File: src/rtl/jk_bank_pkg.sv
`default_nettype none
// ============================================================================
// Module      : jk_bank_pkg
// Description : Shared encodings for the JK register bank command sequencer:
//               command opcodes, sequencer state encoding, counter width.
// Revision    : 1.0 - initial release
// ============================================================================
package jk_bank_pkg;

  // Width of the saturating error counter
  localparam int ERR_CNT_W = 8;

  // Command opcodes as they appear on cmd_op
  localparam logic [1:0] OP_WRITE  = 2'b00;
  localparam logic [1:0] OP_CLEAR  = 2'b01;
  localparam logic [1:0] OP_SET    = 2'b10;
  localparam logic [1:0] OP_TOGGLE = 2'b11;

  // Sequencer states; IDLE must stay at zero so preset lands there
  typedef enum logic [1:0] {
    ST_IDLE   = 2'd0,
    ST_DRIVE  = 2'd1,
    ST_SETTLE = 2'd2,
    ST_CHECK  = 2'd3
  } state_e;

endpackage : jk_bank_pkg
`default_nettype wire

File: src/rtl/jk_drive_enc.sv
`default_nettype none
// ============================================================================
// Module      : jk_drive_enc
// Description : Combinational translation of a command (op + data) into the
//               per-bit J/K drive vectors, plus the word value the bank must
//               read back once the command has been applied.
// Revision    : 1.0 - initial release
// ============================================================================
module jk_drive_enc
  import jk_bank_pkg::*;
#(
  parameter int WIDTH = 8
) (
  input  logic [1:0]       op,
  input  logic [WIDTH-1:0] data,
  input  logic [WIDTH-1:0] old,       // word contents before the update edge
  output logic [WIDTH-1:0] j,
  output logic [WIDTH-1:0] k,
  output logic [WIDTH-1:0] expected
);

  // J/K drive and post-update readback value for each opcode
  always_comb begin
    j        = '0;
    k        = '0;
    expected = '0;
    case (op)
      OP_WRITE: begin
        // J=1,K=0 sets a cell, J=0,K=1 clears it: one of the two per bit
        j        = data;
        k        = ~data;
        expected = data;
      end
      OP_CLEAR: begin
        k        = '1;
        expected = '0;
      end
      OP_SET: begin
        j        = '1;
        expected = '1;
      end
      default: begin  // OP_TOGGLE
        j        = '1;
        k        = '1;
        expected = ~old;
      end
    endcase
  end

endmodule : jk_drive_enc
`default_nettype wire

File: src/rtl/jk_bank_writer.sv
`default_nettype none
// ============================================================================
// Module      : jk_bank_writer
// Description : Command sequencer in front of a JK flip-flop register bank.
//               Accepts one command per handshake, drives J/K + one-hot
//               select with a single clock-enable pulse, reads the word back
//               and reports done/err, keeping a saturating error count.
// Revision    : 1.0 - initial release
// ============================================================================
module jk_bank_writer
  import jk_bank_pkg::*;
#(
  parameter int WIDTH  = 8,
  parameter int WORDS  = 4,
  parameter int ADDR_W = 2
) (
  input  logic                 clk,
  input  logic                 preset,
  input  logic                 cmd_valid,
  output logic                 cmd_ready,
  input  logic [1:0]           cmd_op,
  input  logic [ADDR_W-1:0]    cmd_addr,
  input  logic [WIDTH-1:0]     cmd_data,
  output logic [WIDTH-1:0]     jk_j,
  output logic [WIDTH-1:0]     jk_k,
  output logic [WORDS-1:0]     jk_sel,
  output logic                 jk_clk_en,
  input  logic [WIDTH-1:0]     q_rd,
  output logic                 busy,
  output logic                 done,
  output logic                 err,
  output logic [ERR_CNT_W-1:0] err_cnt
);

  state_e               state_q, state_d;
  logic [1:0]           op_q, op_d;
  logic [WIDTH-1:0]     data_q, data_d;
  logic [WIDTH-1:0]     old_q, old_d;
  logic                 mismatch_q, mismatch_d;
  logic                 bad_addr_q, bad_addr_d;
  logic [WIDTH-1:0]     jk_j_q, jk_j_d;
  logic [WIDTH-1:0]     jk_k_q, jk_k_d;
  logic [WORDS-1:0]     jk_sel_q, jk_sel_d;
  logic                 jk_clk_en_q, jk_clk_en_d;
  logic                 done_q, done_d;
  logic                 err_q, err_d;
  logic [ERR_CNT_W-1:0] err_cnt_q, err_cnt_d;

  logic                 accept;
  logic                 addr_bad;
  logic [WORDS-1:0]     sel_onehot;
  logic [1:0]           enc_op;
  logic [WIDTH-1:0]     enc_data;
  logic [WIDTH-1:0]     enc_j;
  logic [WIDTH-1:0]     enc_k;
  logic [WIDTH-1:0]     enc_expected;

  assign cmd_ready = (state_q == ST_IDLE) & ~preset;
  assign accept    = cmd_valid & cmd_ready;
  assign addr_bad  = (int'(cmd_addr) >= WORDS);

  // One-hot decode of the incoming address (all zero for a bad address)
  for (genvar i = 0; i < WORDS; i++) begin : g_sel
    assign sel_onehot[i] = (int'(cmd_addr) == i);
  end

  // The encoder sees the live command while idle (to register the DRIVE
  // pattern at acceptance) and the latched command afterwards (to produce
  // the expected readback during SETTLE).
  assign enc_op   = (state_q == ST_IDLE) ? cmd_op   : op_q;
  assign enc_data = (state_q == ST_IDLE) ? cmd_data : data_q;

  jk_drive_enc #(
    .WIDTH    (WIDTH)
  ) u_enc (
    .op       (enc_op),
    .data     (enc_data),
    .old      (old_q),
    .j        (enc_j),
    .k        (enc_k),
    .expected (enc_expected)
  );

  // Next-state and next-output logic; outputs default to quiescent
  always_comb begin
    state_d     = state_q;
    op_d        = op_q;
    data_d      = data_q;
    old_d       = old_q;
    mismatch_d  = mismatch_q;
    bad_addr_d  = bad_addr_q;
    jk_j_d      = '0;
    jk_k_d      = '0;
    jk_sel_d    = '0;
    jk_clk_en_d = 1'b0;
    done_d      = 1'b0;
    err_d       = 1'b0;
    err_cnt_d   = err_cnt_q;
    case (state_q)
      ST_IDLE: begin
        if (accept) begin
          op_d       = cmd_op;
          data_d     = cmd_data;
          bad_addr_d = addr_bad;
          mismatch_d = 1'b0;
          if (addr_bad) begin
            // Never touch the bank for an out-of-range word
            state_d = ST_CHECK;
          end else begin
            state_d     = ST_DRIVE;
            jk_sel_d    = sel_onehot;
            jk_j_d      = enc_j;
            jk_k_d      = enc_k;
            jk_clk_en_d = 1'b1;
          end
        end
      end
      ST_DRIVE: begin
        // q_rd still shows the pre-edge word; toggle needs it as reference
        old_d    = q_rd;
        jk_sel_d = jk_sel_q;
        state_d  = ST_SETTLE;
      end
      ST_SETTLE: begin
        mismatch_d = (q_rd != enc_expected);
        state_d    = ST_CHECK;
      end
      ST_CHECK: begin
        done_d = 1'b1;
        err_d  = mismatch_q | bad_addr_q;
        if (err_d && (err_cnt_q != '1)) begin
          err_cnt_d = err_cnt_q + ERR_CNT_W'(1);
        end
        state_d = ST_IDLE;
      end
      default: state_d = ST_IDLE;
    endcase
  end

  // State and registered outputs; preset aborts any command in flight
  always_ff @(posedge clk or posedge preset) begin
    if (preset) begin
      state_q     <= ST_IDLE;
      op_q        <= '0;
      data_q      <= '0;
      old_q       <= '0;
      mismatch_q  <= 1'b0;
      bad_addr_q  <= 1'b0;
      jk_j_q      <= '0;
      jk_k_q      <= '0;
      jk_sel_q    <= '0;
      jk_clk_en_q <= 1'b0;
      done_q      <= 1'b0;
      err_q       <= 1'b0;
      err_cnt_q   <= '0;
    end else begin
      state_q     <= state_d;
      op_q        <= op_d;
      data_q      <= data_d;
      old_q       <= old_d;
      mismatch_q  <= mismatch_d;
      bad_addr_q  <= bad_addr_d;
      jk_j_q      <= jk_j_d;
      jk_k_q      <= jk_k_d;
      jk_sel_q    <= jk_sel_d;
      jk_clk_en_q <= jk_clk_en_d;
      done_q      <= done_d;
      err_q       <= err_d;
      err_cnt_q   <= err_cnt_d;
    end
  end

  assign jk_j      = jk_j_q;
  assign jk_k      = jk_k_q;
  assign jk_sel    = jk_sel_q;
  assign jk_clk_en = jk_clk_en_q;
  assign done      = done_q;
  assign err       = err_q;
  assign err_cnt   = err_cnt_q;
  assign busy      = (state_q != ST_IDLE);

endmodule : jk_bank_writer
`default_nettype wire

File: config.mk
export PLATFORM = sky130hd
export DESIGN_NAME = jk_bank_writer
export DESIGN_NICKNAME = d
export VERILOG_FILES = /design/src/rtl/jk_bank_pkg.sv /design/src/rtl/jk_drive_enc.sv /design/src/rtl/jk_bank_writer.sv
export SDC_FILE = /design/constraint.sdc
export NUM_CORES = 1
export LEC_CHECK = 0
export ABC_AREA = 1
export ABC_CLOCK_PERIOD_IN_PS = 1800
export CORE_ASPECT_RATIO = 1.2
export CORE_MARGIN = 2
export CORE_UTILIZATION = 50
export DETAILED_ROUTE_END_ITERATION = 16
export DONT_BUFFER_PORTS = 1
export PLACE_DENSITY = 0.74
export SYNTH_ARGS = -nofsm -noshare
export SYNTH_HDL_FRONTEND = slang
export SYNTH_SLANG_ARGS = --single-unit
File: constraint.sdc
create_clock -name clk -period 1.8 [get_ports clk]
set_clock_uncertainty 0.15 [all_clocks]
set_input_delay 0.36 -clock clk [delete_from_list [all_inputs] [get_ports clk]]
set_output_delay 0.36 -clock clk [all_outputs]
set_load 0.1 [all_outputs]
== Word level (Yosys, flattened, before mapping) ==
Index checks and enable logic that the tools add are counted.
Widths: inputs -> output; s select.
Word-level totals
  output and inout bits: 33
  input port bits: 23
  flip-flop bits (word level): 52
  logic and storage cells: 57
Operators by class
  equality and inequality tests: 11
  reduce and logical (&&, ||, !) cells: 9
  bitwise gates (word level): 5
  add/subtract/negate cells: 1
  multiplexer cells: 19
Operators with widths (number)
  $mux 8: 5
  $pmux 8 s2: 2
  $pmux 8 s3: 1
  $not 8->8: 2
  $eq 2x2->1 const B: 5
  $add 8x1->8 const B: 1
  $ne 8x8->1: 1
  $ne 8x8->1 const B: 1
  $pmux 2 s4: 1
  $pmux 4 s2: 1
  $eq 2x1->1 const B: 3
  $logic_not 2->1: 3
  $reduce_and 2->1: 3
  $mux 1: 5
  $mux 2: 2
  $mux 4: 1
  $reduce_bool 2->1: 2
  $and 1x1->1: 2
  $ne 2x2->1 const B: 1
  $pmux 1 s2: 1
  $logic_and 1x1->1: 1
  $not 1->1: 1

== Depth between registers and ports, before layout ==
  depth in word-level cells: 6
  mapped depth: 16
  gate-level depth less buffers: 16

== Modules after synthesis ==
Synthesis repeated with hierarchy kept, for this count alone.
Second synthesis, totals
  cell total of the unflattened synthesis: 328
  area, all modules: 2552.4 um2
Modules (own cells, without submodules)
  jk_bank_writer: cells an instance 276, sequential area each 1301.2 um2, times used 1, area each 2336.0 um2
  jk_drive_enc: cells an instance 52, sequential area each 0.0 um2, times used 1, area each 216.5 um2

== Least setup slack after synthesis ==
No wires, ideal clock.
  kind: register to register
  from: register state_q[0]
  to: register state_q[1]
  path slack: -1430 ps
  buffers on the path: 1
  cell stages (with the launch flop): 11
  data arrival time: 2955 ps
  period minus slack after synthesis: 3230 ps
  path through: dfrtp_1 > inv_1 > ha_1 > inv_1 > nor2_1 > nand2_1 > inv_1 > buf_4 > nor2_1 > nor2_1 > a21oi_1
On the way
  longest elaborated chain between the ends: 4
  elaborated cells between the ends (all ways): 8
  classes of those cells: 4 x eq/ne; 1 x mux; 2 x bitwise; 1 x reduce/logical
Ends and longest elaborated chain
  from (decl): line jk_bank_writer.sv:35  | state_e state_q, state_d;
  from (signal assigned): line jk_bank_writer.sv:157  | state_q <= state_d;
  $logic_not 2->1: line jk_bank_writer.sv:58  | assign cmd_ready = (state_q == ST_IDLE) & ~preset;
  $and 1x1->1: line jk_bank_writer.sv:58
  named net cmd_ready: line jk_bank_writer.sv:20  | output logic cmd_ready,
  $and 1x1->1: line jk_bank_writer.sv:59  | assign accept = cmd_valid & cmd_ready;
  $ne 2x2->1 (no line)
The timed path passes the listed nets, and every way through them passes these cells.
A chain may end at the register's enable or synchronous reset.

== Worst setup path after layout ==
  from: register state_q[1]
  to: output cmd_ready
On the way
  longest elaborated chain between the ends: 2
Ends and longest elaborated chain (line)
  $logic_not 2->1: jk_bank_writer.sv:58
  $and 1x1->1: jk_bank_writer.sv:58
  to (decl): jk_bank_writer.sv:20
No other way between the ends.

==> impl_results.md <==
* Worst-margin pin slew at 910 ps
* Cells after Synth at 294
* Clk sink count at 52
* Dpl cell area at 2950 sq um
* Critical path type: register to primary output
* Synth top area share at 53.3%
* Kind of start point of the critical path: register
* IO Port Bufs at 0
* Die ar. at 5460 sq um
* Post-route setup slack at -160 ps
* Most frequent cell after synthesis: nand2_1
* CP delay by family, top: buffers and inverters
* GRT overflow at 0
* Peak supply drop at 890 uV
* # rows at 27
* Largest net degree at the start of global routing at 24
* Final instance area at 3390 sq um
* Util after Layout at 73.2%
* Setup TNS at -869 ps
* WP data required at 1290 ps
* Synth Warn # at 0
* Outcome: finished with violations
* Via count at 2286
* Detailed Route Iter0 Violations at 192
* Post-Place Setup Slack at -131 ps
* FMAX at 510 MHz
* DRC at 0
* Post-DRT Antenna Nets at 0
* Final Slew Violations at 0
* Ratio of cells with drive above 1 in the final layout at 35.7%
* Setup violators final at 12
* Starting Density at 52.7%
* Final hold vios at 0
* Avg Cell Area, Syn at 8.30 sq um
* RSZ-0062 raised after global routing: yes
* Hold WC Path Type: primary input to register
* Synth top cells by count: nand2_1 (129), dfrtp_1 (52), inv_1 (27)
* Later-pin clock latency in the skew report at 310 ps
* # nets final at 397
* Period Utilization, post-route at 109%
* CTS tree: yes
* Clock transition at path regs at 90 ps
* Leakage Power at 1.82 nW
* Die height at 80.5 um
* Worst path bufs/invs at 4
* Sequential area share after synthesis at 53.3%
* Synthesized Nets at 322
* Area delta synth->final at 38.8%
* Core footprint at 4630 sq um
* Drt first pass iters at 6
* Synth area leaders: dfrtp_1 (53%), nand2_1 (20%), inv_1 (4.2%), a21oi_1 (3.5%), ha_1 (2.6%)
* Via density at 5.34
* Number of diodes at 0
* First-pass GRT wire length at 9600 um
* Worst Path Arrival at 1450 ps
* CP max-delay cell: dfrtp_1
* P per Cell Area at 2010 nW/um^2
* Slew margin rel. at 39.2%
* Failing checks: negative setup slack
* Initial antenna violation count at 0
* Total wire length at 6460 um
* Placer Congestion at 0.823
* Mapped Area at 2440 sq um
* CP Cell Sequence: inv_2 > ha_4 > inv_8 > buf_6 > nor2_4 > buf_12
* Post-DR wirelength/cell at 15.1 um
* Max-cap violations at 0
* Synth Register Bits at 52
* CP endpoint kind: primary output
* Largest fanout on the critical path at 7
* Total CTS buffers at 5
* Final Power at 6.81 mW
* GR Util All Layers at 23.4%
* Io pins at 56
* EDFF count, synth at 0
* H-tree depth at 2
* Async SR Flop Fraction at 100%
* Most used DFF post-synth: dfrtp_1
* Die width at 67.8 um
* Yosys top cell by area: dfrtp_1
* Longest Clk Path Bufs at 2
* CP peak stage delay at 400 ps
* Final HPWL DP at 4150 um
* Clk root buf: clkbuf_8
* Crit path time final at 1960 ps
* Netlist cell types at 26
* Vias in the first global route at 2216
## power breakdown
part / internal, mW / switching (mW)
logic: 1.53 / 2.85
registers: 1.53 / 0.244
clock network: 0.272 / 0.395
total: 3.33 / 3.49
## logic make-up after synthesis
group                      count (synthesis)  synth area share, %
AOI/OAI and AO/OA                         34                 7.54
DFF                                       52                 53.3
buffers and inverters                     37                 7.38
xor gates and xnor gates                   6                 2.15
adders and majority gates                  5                 2.56
and+or+nand+nor                          160                 27.0
## registers in the layout, summed over array words and instances, names as in the netlist
name        count
err_cnt         8
err             1
jk_sel          4
op_q            2
jk_clk_en       1
data_q          8
mismatch_q      1
old_q           8
done            1
state_q         2
jk_j            8
jk_k            8
## final cells by class
type / instances / area, sq um
well taps: 58 / 72.6
flip-flops and latches: 52 / 1310
fillers: 294 / 1240
clock inverters: 3 / 18.8
multi-input cells: 207 / 1150
inverters: 28 / 125
clock buffers: 5 / 68.8
repair buffers: 75 / 639
## worst register-to-register path: cells and delay by family (launching register included)
| family | cells | cell delay [ps] |
|---|---|---|
| adder cells (fa/ha/maj) | 1 | 180 |
| flip-flops | 1 | 400 |
| buffers and inverters | 3 | 280 |
| AND/OR/NAND/NOR | 12 | 810 |
## layer usage
metal | share of wire, % | GRT usage, % | wire length (um) | up-vias
met2 | 52 | 41.2 | 3380 | 123
met5 | 0 | 0 | 0 | -
met1 | 36 | 27.0 | 2350 | 1075
met3 | 8.7 | 6.16 | 565 | 21
met4 | 2.6 | 8.00 | 170 | 0
li1 | - | - | - | 1067
## stage by stage
| stage | hold slack (ps) | cells |
|---|---|---|
| floorplan | 292 | 294 |
| global placement | 134 | 399 |
| detailed placement | 140 | 399 |
| CTS | 5.01 | 420 |
| global route | 21.5 | 428 |
| finish | 4.54 | 428 |
## timing repair
action,in CTS,in global routing
resized for setup,18,28
cloned,1,1
hold endpoints to repair,22,0
pin swaps,5,9
setup endpoints to repair,11,30
buffers inserted,9,7
hold buffers,3,0
## placed cells by master (no fill, tap or decap), types with 5 or more instances in the layout
| cell | count |
|---|---|
| nand2_1 | 114 |
| buf_4 | 64 |
| dfrtp_1 | 46 |
| inv_1 | 19 |
| a21oi_1 | 16 |
| nand3_1 | 11 |
| nand2_2 | 11 |
| o21ai_0 | 11 |
| nand2_4 | 7 |
| inv_2 | 6 |
| dfrtp_2 | 6 |
| xor2_1 | 5 |
| clkbuf_8 | 5 |
## final timing paths
path | cells after the start | to | from | slack (ps)
setup / recovery | 6 | cmd_ready | state_q[1] | -160
hold / removal | 2 | data_q[2] | cmd_data[2] | 5
setup reg to reg | 16 | mismatch_q | state_q[1] | -120
hold reg to reg | 2 | op_q[1] | op_q[1] | 340
max in group asynchronous | 2 | err_cnt[1] | preset | 370
min in group asynchronous | 3 | state_q[0] | preset | 490
(Power assumes the default switching activity.)
